==> src/rtl/seq_scan_if.sv <==
// Handshake and detector-side signals of the word-scan controller.
// slave: controller side; master: register side plus detector model.
interface seq_scan_if #(
    parameter int WORD_W = 16,
    parameter int POS_W  = 4,
    parameter int CNT_W  = 8
);
    logic              start;
    logic [WORD_W-1:0] word_in;
    logic              clr_mode;
    logic              det_hit;
    logic              det_in;
    logic              det_rst_n;
    logic              busy;
    logic              done;
    logic [CNT_W-1:0]  hit_cnt;
    logic              hit_any;
    logic [POS_W-1:0]  first_pos;

    modport slave (
        input  start, word_in, clr_mode, det_hit,
        output det_in, det_rst_n, busy, done,
        output hit_cnt, hit_any, first_pos
    );

    modport master (
        output start, word_in, clr_mode, det_hit,
        input  det_in, det_rst_n, busy, done,
        input  hit_cnt, hit_any, first_pos
    );
endinterface

==> src/rtl/seq_scan_ctrl.sv <==
// Feeds a latched word MSB-first into the 1110010 detector and
// collects hit count, first hit position and a done pulse.
module seq_scan_ctrl #(
    parameter int WORD_W = 16,
    parameter int POS_W  = 4,
    parameter int CNT_W  = 8
) (
    input logic       clk,
    input logic       rst,
    seq_scan_if.slave bus
);
    localparam int BI_W  = $clog2(WORD_W + 1);
    localparam int IDX_W = (BI_W > POS_W) ? BI_W : POS_W;

    typedef enum logic [2:0] {
        IDLE,
        CLR,
        SHIFT,
        DRAIN,
        DONE
    } state_t;

    state_t            state_q;
    state_t            state_d;
    logic [WORD_W-1:0] sreg_q;
    logic [IDX_W-1:0]  bit_idx_q;
    logic [IDX_W-1:0]  prev_idx;
    logic [CNT_W-1:0]  hit_cnt_q;
    logic              hit_any_q;
    logic [POS_W-1:0]  first_pos_q;
    logic              det_rst_n_q;
    logic              accept;
    logic              hit_ok;

    always_comb begin
        state_d = state_q;
        accept  = 1'b0;
        unique case (state_q)
            IDLE: begin
                if (bus.start) begin
                    accept  = 1'b1;
                    state_d = bus.clr_mode ? CLR : SHIFT;
                end
            end
            CLR:   state_d = SHIFT;
            SHIFT: begin
                if (bit_idx_q == IDX_W'(WORD_W - 1))
                    state_d = DRAIN;
            end
            DRAIN:   state_d = DONE;
            DONE:    state_d = IDLE;
            default: state_d = IDLE;
        endcase
    end

    // det_hit lags det_in by one cycle, so it belongs to bit_idx-1
    assign hit_ok = bus.det_hit &&
                    ((state_q == SHIFT && bit_idx_q != '0) ||
                     state_q == DRAIN);
    assign prev_idx = bit_idx_q - IDX_W'(1);

    always_ff @(posedge clk or negedge rst) begin
        if (!rst) begin
            state_q     <= IDLE;
            sreg_q      <= '0;
            bit_idx_q   <= '0;
            hit_cnt_q   <= '0;
            hit_any_q   <= 1'b0;
            first_pos_q <= '0;
            det_rst_n_q <= 1'b1;
        end else begin
            state_q     <= state_d;
            det_rst_n_q <= (state_d != CLR);
            if (accept) begin
                sreg_q      <= bus.word_in;
                bit_idx_q   <= '0;
                hit_cnt_q   <= '0;
                hit_any_q   <= 1'b0;
                first_pos_q <= '0;
            end else begin
                if (state_q == SHIFT) begin
                    sreg_q    <= {sreg_q[WORD_W-2:0], 1'b0};
                    bit_idx_q <= bit_idx_q + IDX_W'(1);
                end
                if (hit_ok) begin
                    if (hit_cnt_q != '1)
                        hit_cnt_q <= hit_cnt_q + CNT_W'(1);
                    if (!hit_any_q) begin
                        hit_any_q   <= 1'b1;
                        first_pos_q <= prev_idx[POS_W-1:0];
                    end
                end
            end
        end
    end

    assign bus.busy      = (state_q != IDLE);
    assign bus.done      = (state_q == DONE);
    assign bus.det_in    = (state_q == SHIFT) && sreg_q[WORD_W-1];
    assign bus.det_rst_n = det_rst_n_q;
    assign bus.hit_cnt   = hit_cnt_q;
    assign bus.hit_any   = hit_any_q;
    assign bus.first_pos = first_pos_q;
endmodule

==> src/flat_wrapper.sv <==
// flat-port wrapper written by rule: the top's interface ports become plain ports
module seq_scan_ctrl_flat 
#(
    parameter int WORD_W = 16,
    parameter int POS_W  = 4,
    parameter int CNT_W  = 8
)
  (clk, rst, bus_start, bus_word_in, bus_clr_mode, bus_det_hit, bus_det_in, bus_det_rst_n, bus_busy, bus_done, bus_hit_cnt, bus_hit_any, bus_first_pos);
  seq_scan_if #(.WORD_W(WORD_W), .POS_W(POS_W), .CNT_W(CNT_W)) bus_i ();
  input logic clk;
  input logic rst;
  input wire logic [$bits(bus_i.start)-1:0] bus_start;
  input wire logic [$bits(bus_i.word_in)-1:0] bus_word_in;
  input wire logic [$bits(bus_i.clr_mode)-1:0] bus_clr_mode;
  input wire logic [$bits(bus_i.det_hit)-1:0] bus_det_hit;
  output wire logic [$bits(bus_i.det_in)-1:0] bus_det_in;
  output wire logic [$bits(bus_i.det_rst_n)-1:0] bus_det_rst_n;
  output wire logic [$bits(bus_i.busy)-1:0] bus_busy;
  output wire logic [$bits(bus_i.done)-1:0] bus_done;
  output wire logic [$bits(bus_i.hit_cnt)-1:0] bus_hit_cnt;
  output wire logic [$bits(bus_i.hit_any)-1:0] bus_hit_any;
  output wire logic [$bits(bus_i.first_pos)-1:0] bus_first_pos;
  assign bus_i.start = bus_start;
  assign bus_i.word_in = bus_word_in;
  assign bus_i.clr_mode = bus_clr_mode;
  assign bus_i.det_hit = bus_det_hit;
  assign bus_det_in = bus_i.det_in;
  assign bus_det_rst_n = bus_i.det_rst_n;
  assign bus_busy = bus_i.busy;
  assign bus_done = bus_i.done;
  assign bus_hit_cnt = bus_i.hit_cnt;
  assign bus_hit_any = bus_i.hit_any;
  assign bus_first_pos = bus_i.first_pos;
  seq_scan_ctrl #(.WORD_W(WORD_W), .POS_W(POS_W), .CNT_W(CNT_W)) u_core (.clk(clk), .rst(rst), .bus(bus_i));
endmodule
==> config.mk <==
export PLATFORM = sky130hd
export DESIGN_NAME = seq_scan_ctrl_flat
export DESIGN_NICKNAME = d
export VERILOG_FILES = /design/src/rtl/seq_scan_if.sv /design/src/rtl/seq_scan_ctrl.sv /design/src/flat_wrapper.sv
export SDC_FILE = /design/constraint.sdc
export NUM_CORES = 1
export LEC_CHECK = 0
export BUFFER_PORTS_ARGS = -buffer_cell sky130_fd_sc_hd__buf_2
export CAP_MARGIN = 20
export CELL_PAD_IN_SITES_DETAIL_PLACEMENT = 1
export CELL_PAD_IN_SITES_GLOBAL_PLACEMENT = 1
export CORE_ASPECT_RATIO = 0.8
export CORE_MARGIN = 3
export CORE_UTILIZATION = 37
export DETAILED_ROUTE_END_ITERATION = 8
export PLACE_DENSITY = 0.82
export SLEW_MARGIN = 25
export SYNTH_ARGS = -nofsm -noshare
export SYNTH_HDL_FRONTEND = slang
export SYNTH_SLANG_ARGS = --single-unit
==> constraint.sdc <==
create_clock -name clk -period 1.5 [get_ports clk]
set_input_delay 0.15 -clock clk [delete_from_list [all_inputs] [get_ports clk]]
set_output_delay 0.15 -clock clk [all_outputs]
set_load 0.03 [all_outputs]
== Yosys cells after proc, flatten, opt, wreduce, memory -nomap -nowiden ==
Cells that the tools add are included.

* Flip-flop bits (word level): 38
* Output and inout bits: 17
* Logic and storage cells: 48
* Input bits: 21

* Multiplexer cells: 18
* Eq/ne operators: 8
* $add $sub $neg: 3
* Reductions and logical operators: 12

{| class="wikitable"
|+ Operators by type and width
! cell !! count
|-
| $mux 16 || 2
|-
| $mux 8 || 3
|-
| $mux 4 || 3
|-
| $pmux 3 s4 || 1
|-
| $mux 5 || 2
|-
| $add 8x1->8 const B || 1
|-
| $ne 8x8->1 const B || 1
|-
| $eq 3x2->1 const B || 2
|-
| $mux 3 || 2
|-
| $reduce_bool 2->1 || 3
|-
| $add 5x1->5 const B || 1
|-
| $eq 5x4->1 const B || 1
|-
| $reduce_bool 5->1 || 1
|-
| $mux 1 || 4
|-
| $reduce_and 2->1 || 2
|-
| $sub 4x1->4 const B || 1
|-
| $eq 3x1->1 const B || 1
|-
| $eq 3x3->1 const B || 1
|-
| $logic_and 1x1->1 || 3
|-
| $logic_not 3->1 || 1
|-
| $ne 3x1->1 const B || 1
|-
| $reduce_bool 3->1 || 1
|-
| $mux 2 || 1
|-
| $ne 2x2->1 const B || 1
|-
| $logic_or 1x1->1 || 1
|}

== Depth between registers and ports, before layout ==
* Depth after elaboration: 6
* Mapped depth: 7
* Mapped depth without buffers: 5

== Worst setup path after synthesis ==
Ideal clock, no wire load.

* Kind: register to register
* Start: register u_core.hit_cnt_q[0] (netlist: u_core.bus.hit_cnt[0])
* End: register u_core.hit_cnt_q[4] (netlist: u_core.bus.hit_cnt[4])
* Slack: -0.257 ns
* Arrival: 1.616 ns
* Buffers on the path: 0
* Required time: 1.359 ns
* Period minus slack after synthesis: 1.757 ns
* Stages on the path, launching flop included: 6
* Library setup time: 0.141 ns
* Cell sequence: dfrtp_1 -> ha_1 -> nand3_1 -> nor3_1 -> nor3_1 -> mux2i_1

* Word-level cells in the longest chain between the ends: 4
* Elaborated cells on any way between the ends: 7
* Classes of those cells: add/sub: 1; eq/ne: 1; mux: 3; reduce/logical: 2

{| class="wikitable"
|+ RTL lines
! item !! line !! RTL
|-
| start, declared || seq_scan_ctrl.sv:28 || <nowiki>logic [CNT_W-1:0] hit_cnt_q;</nowiki>
|-
| start signal, assigned || seq_scan_ctrl.sv:87 || <nowiki>hit_cnt_q <= hit_cnt_q + CNT_W'(1);</nowiki>
|-
| $add 8x1->8 || seq_scan_ctrl.sv:87 ||
|-
| $mux 8 || seq_scan_ctrl.sv:86 || <nowiki>if (hit_cnt_q != '1)</nowiki>
|-
| $mux 8 || seq_scan_ctrl.sv:85 || <nowiki>if (hit_ok) begin</nowiki>
|-
| $mux 8 || seq_scan_ctrl.sv:74 || <nowiki>if (accept) begin</nowiki>
|}

Parallel ways exist; a longest one is shown, timed or not. The select of a mux whose other input is x is not followed.
A chain may end at the register's enable or synchronous reset.

== Worst setup path in the final report ==
* Start: register u_core.state_q[2]
* End: register u_core.sreg_q[10]

* Word-level cells in the longest chain between the ends: 3
* Elaborated cells on any way between the ends: 5
* Classes of those cells: eq/ne: 1; mux: 2; reduce/logical: 2

{| class="wikitable"
|+ RTL lines
! item !! line !! RTL
|-
| start, declared || seq_scan_ctrl.sv:23 || <nowiki>state_t state_q;</nowiki>
|-
| start signal, assigned || seq_scan_ctrl.sv:72 || <nowiki>state_q <= state_d;</nowiki>
|-
| $logic_not 3->1 || seq_scan_ctrl.sv:38 || <nowiki>unique case (state_q)</nowiki>
|-
| $mux 1 || seq_scan_ctrl.sv:38 ||
|-
| $mux 16 or $reduce_bool 2->1 (tied branches) || - ||
|-
| end signal, assigned || seq_scan_ctrl.sv:75 || <nowiki>sreg_q <= bus.word_in;</nowiki>
|-
| end signal, assigned || seq_scan_ctrl.sv:82 || <nowiki>sreg_q <= {sreg_q[WORD_W-2:0], 1'b0};</nowiki>
|-
| end, declared || seq_scan_ctrl.sv:25 || <nowiki>logic [WORD_W-1:0] sreg_q;</nowiki>
|}

Parallel ways exist; a longest one is shown, timed or not.

==> flow_metrics.tcl <==
set metrics [dict create \
    drive_above_1_share_pct 52.4 \
    worst_slack_ns -0.159 \
    synth_enable_flop_cells 0 \
    yosys.area_share.adder_pct 3.39 \
    muxShareOfSynthArea_pct 2.71 \
    required_ns 1.68 \
    p_leak_uw 0.00135 \
    p_clk_share_pct 12.8 \
    fp.dieArea_sq_um 5880 \
    coreArea_sq_um 4710 \
    final.fill_count 506 \
    end_kind "flip-flop" \
    first_global_vias 1798 \
    final_cells 329 \
    slowest_stage "dfrtp_1" \
    synth_compound_area_share_pct 14.2 \
    drv_slew 0 \
    syn2layout_area_growth_pct 55.6 \
    power.share.combinational_pct 57.0 \
    maxSlewHeadroom_pct 72.6 \
    dpl.hpwl_um 3420 \
    timing.hold.ws_ns 0.0244 \
    cts.sinks 38 \
    rows 22 \
    multi_input_area_sq_um 1060 \
    cts_max_level 2 \
    synth_cell_type_count 34 \
    utilization_pct 61.1 \
    p_sw_uw 2540 \
    synth_top_area_share_pct 50.1 \
    hold_viol 0 \
    start_util_pct 39.2 \
    clkSlewWorstSetupHoldPaths_ns 0.07 \
    pin_count 38 \
    crit_arrival_ns 1.84 \
    cts_root_buf "clkbuf_8" \
    finClkSkew_ns 0.00186 \
    power_density_nw_per_um2 2040 \
    slowest_delay_ns 0.40 \
    final-setup-viol-count 30 \
    cts_made_buffers 5 \
    drc 0 \
    cp_common_cell "buf_6" \
    intPower_uw 3320 \
    p_sw_share_pct 43.3 \
    initialDrtViolationCount 161 \
    violations "setup timing" \
    final_common_cell "nand2_1" \
    ys_seq_elements 38 \
    max_freq_mhz 603 \
    die_w_um 85.0 \
    cp_num_buf_inv 4 \
    regArea_sq_um 958 \
    synth-async-reset-ratio_pct 100 \
    period_needed_ns 1.66 \
    grt_setup_unrepaired "true" \
    numPortBuffers 37 \
    cp-start-kind "flip-flop" \
    clk_latency_ns 0.30 \
    ir_drop_v 0.000959 \
    avgSynthCellArea_sq_um 9.72 \
    grt_usage_pct 19.9 \
    worstSetupPathType "reg2reg" \
    hp-class "in2reg" \
    grt_overflow 0 \
    seqPwrFrac_pct 30.2 \
    vias 1851 \
    syn_nets 216 \
    cts.path.max_buffers 2 \
    critical_path.top_delay_family "buffers and inverters" \
    holdPathStages 2 \
    cp_max_fo 8 \
    synth-xor-area-share_pct 2.37 \
    netlist_area_sq_um 1850 \
    status "complete, but fails checks" \
    routedWlPerCell_um 21.9 \
    cts_tree "done" \
    dr.pass1.iters 4 \
    yosys.area_share.simple_pct 20.1 \
    place_inst 296 \
    crit_chain "buf_6, nor3b_4, buf_6, buf_4, buf_12, mux2i_1, o21ai_1" \
    cp.depth 7 \
    ys.flop_type "dfrtp_1" \
    drt_wl_total_um 7200 \
    synth_area_leaders "dfrtp_1, nand2_1, a22oi_1, ha_1, mux2i_1" \
    seq_area_frac_synth_pct 51.6 \
    drt-vias-per-instance 5.63 \
    gp_congestion 0.714 \
    final_antenna_net_count 0 \
    finalCritPeriodShare_pct 111 \
    cap_viol_max_count 0 \
    ff2ff_path_depth 7 \
    yosys_warnings 0 \
    synth_top_family_by_area "simple AND/OR/NAND/NOR gates" \
    mostFrequentLayoutCells "nand2_1, buf_2, dfrtp_1, buf_4, buf_6" \
    synth_top_area_cell "dfrtp_1" \
    grt_pass1_wl_um 9170 \
    diodes 0 \
    tightest_slew_ns 0.412 \
    antenna_found_initial 0 \
    die_h_um 69.2 \
    synth_cells 190 \
    grt_max_degree 29 \
    nets 294 \
]
area by class of cell:
| cell class | instances | area share [%] |
|---|---|---|
| clock buffer | 7 | 3.00 |
| clock inverter | 1 | 0.174 |
| inverter | 9 | 1.18 |
| timing repair buffer | 82 | 22.7 |
| multi-input combinational | 132 | 37.0 |
| tap | 60 | 2.61 |
| sequential | 38 | 33.3 |
repair_timing:
item,4_1_cts,5_1_grt
hold buffers,1,0
pin swaps,6,20
setup endpoints to repair,30,37
gates resized for setup,29,51
buffers inserted,6,16
hold endpoints to repair,14,0
cloned,1,2
state kept, by name (all words and copies together), names as in the netlist:
signal and flops:
u_core.bus.hit_any 1, u_core.bit_idx_q 5, u_core.state_q 3, u_core.bus.det_rst_n 1, u_core.sreg_q 16, u_core.bus.hit_cnt 8
u_core.bus.first_pos 4
final timing paths:
check	from	end	slack (ns)
min in group asynchronous	rst	u_core.sreg_q[5]	0.31
min reg2reg	u_core.sreg_q[5]	u_core.sreg_q[5]	0.50
max	u_core.state_q[2]	u_core.sreg_q[10]	-0.16
max in group asynchronous	rst	u_core.bus.hit_cnt[3]	0.71
min	bus_clr_mode	u_core.bus.det_rst_n	0.02
max reg2reg	u_core.state_q[2]	u_core.sreg_q[10]	-0.16
Yosys cell counts (2+ instances only):
cell,number
o21ai_0,7
nor3_1,8
mux2i_1,5
nor2_1,9
xnor2_1,3
o31ai_1,3
buf_6,2
nand3_1,5
a22oi_1,14
buf_2,8
a21oi_1,7
or3_1,4
o211ai_1,2
xor2_1,2
nand2_1,41
inv_1,9
dfrtp_1,37
ha_1,5
a211oi_1,3
nor4_1,2
layer usage:
metal	up-vias	part of all wire [%]	track usage (%)
met3	15	5.9	3.68
li1	815	-	-
met2	61	50	32.8
met1	960	42	25.8
met4	0	2.5	7.73
met5	-	0	0
power groups by stage:
stage	Combinational [uW]	Sequential [uW]	Clock, uW
5_1_grt	3580	1820	803
2_1_floorplan	1200	1860	0
3_3_place_gp	2000	1680	0
3_5_place_dp	2100	1700	0
4_1_cts	2490	1700	741
6_report	3340	1770	749
through the flow:
step / power, uW / setup slack, ns / cell area (sq um) / setup TNS, ns
2_1_floorplan: 3060 / -0.0200 / 1900 / -0.0400
3_3_place_gp: 3680 / -0.0623 / 2260 / -0.871
3_5_place_dp: 3800 / -0.115 / 2260 / -2.17
4_1_cts: 4930 / -0.132 / 2520 / -1.78
5_1_grt: 6200 / -0.223 / 2870 / -3.77
6_report: 5860 / -0.159 / 2870 / -1.68
cell families (layout without fill, tap and decap cells):
logic type | after synthesis | count (layout)
and+or+nand+nor | 78 | 78
AOI/OAI and AO/OA | 39 | 39
DFF | 38 | 38
buffers and inverters | 20 | 99
adders and majority gates | 5 | 5
xor gates and xnor gates | 5 | 5
muxes | 5 | 5
Power figures use the tool's default switching activity.
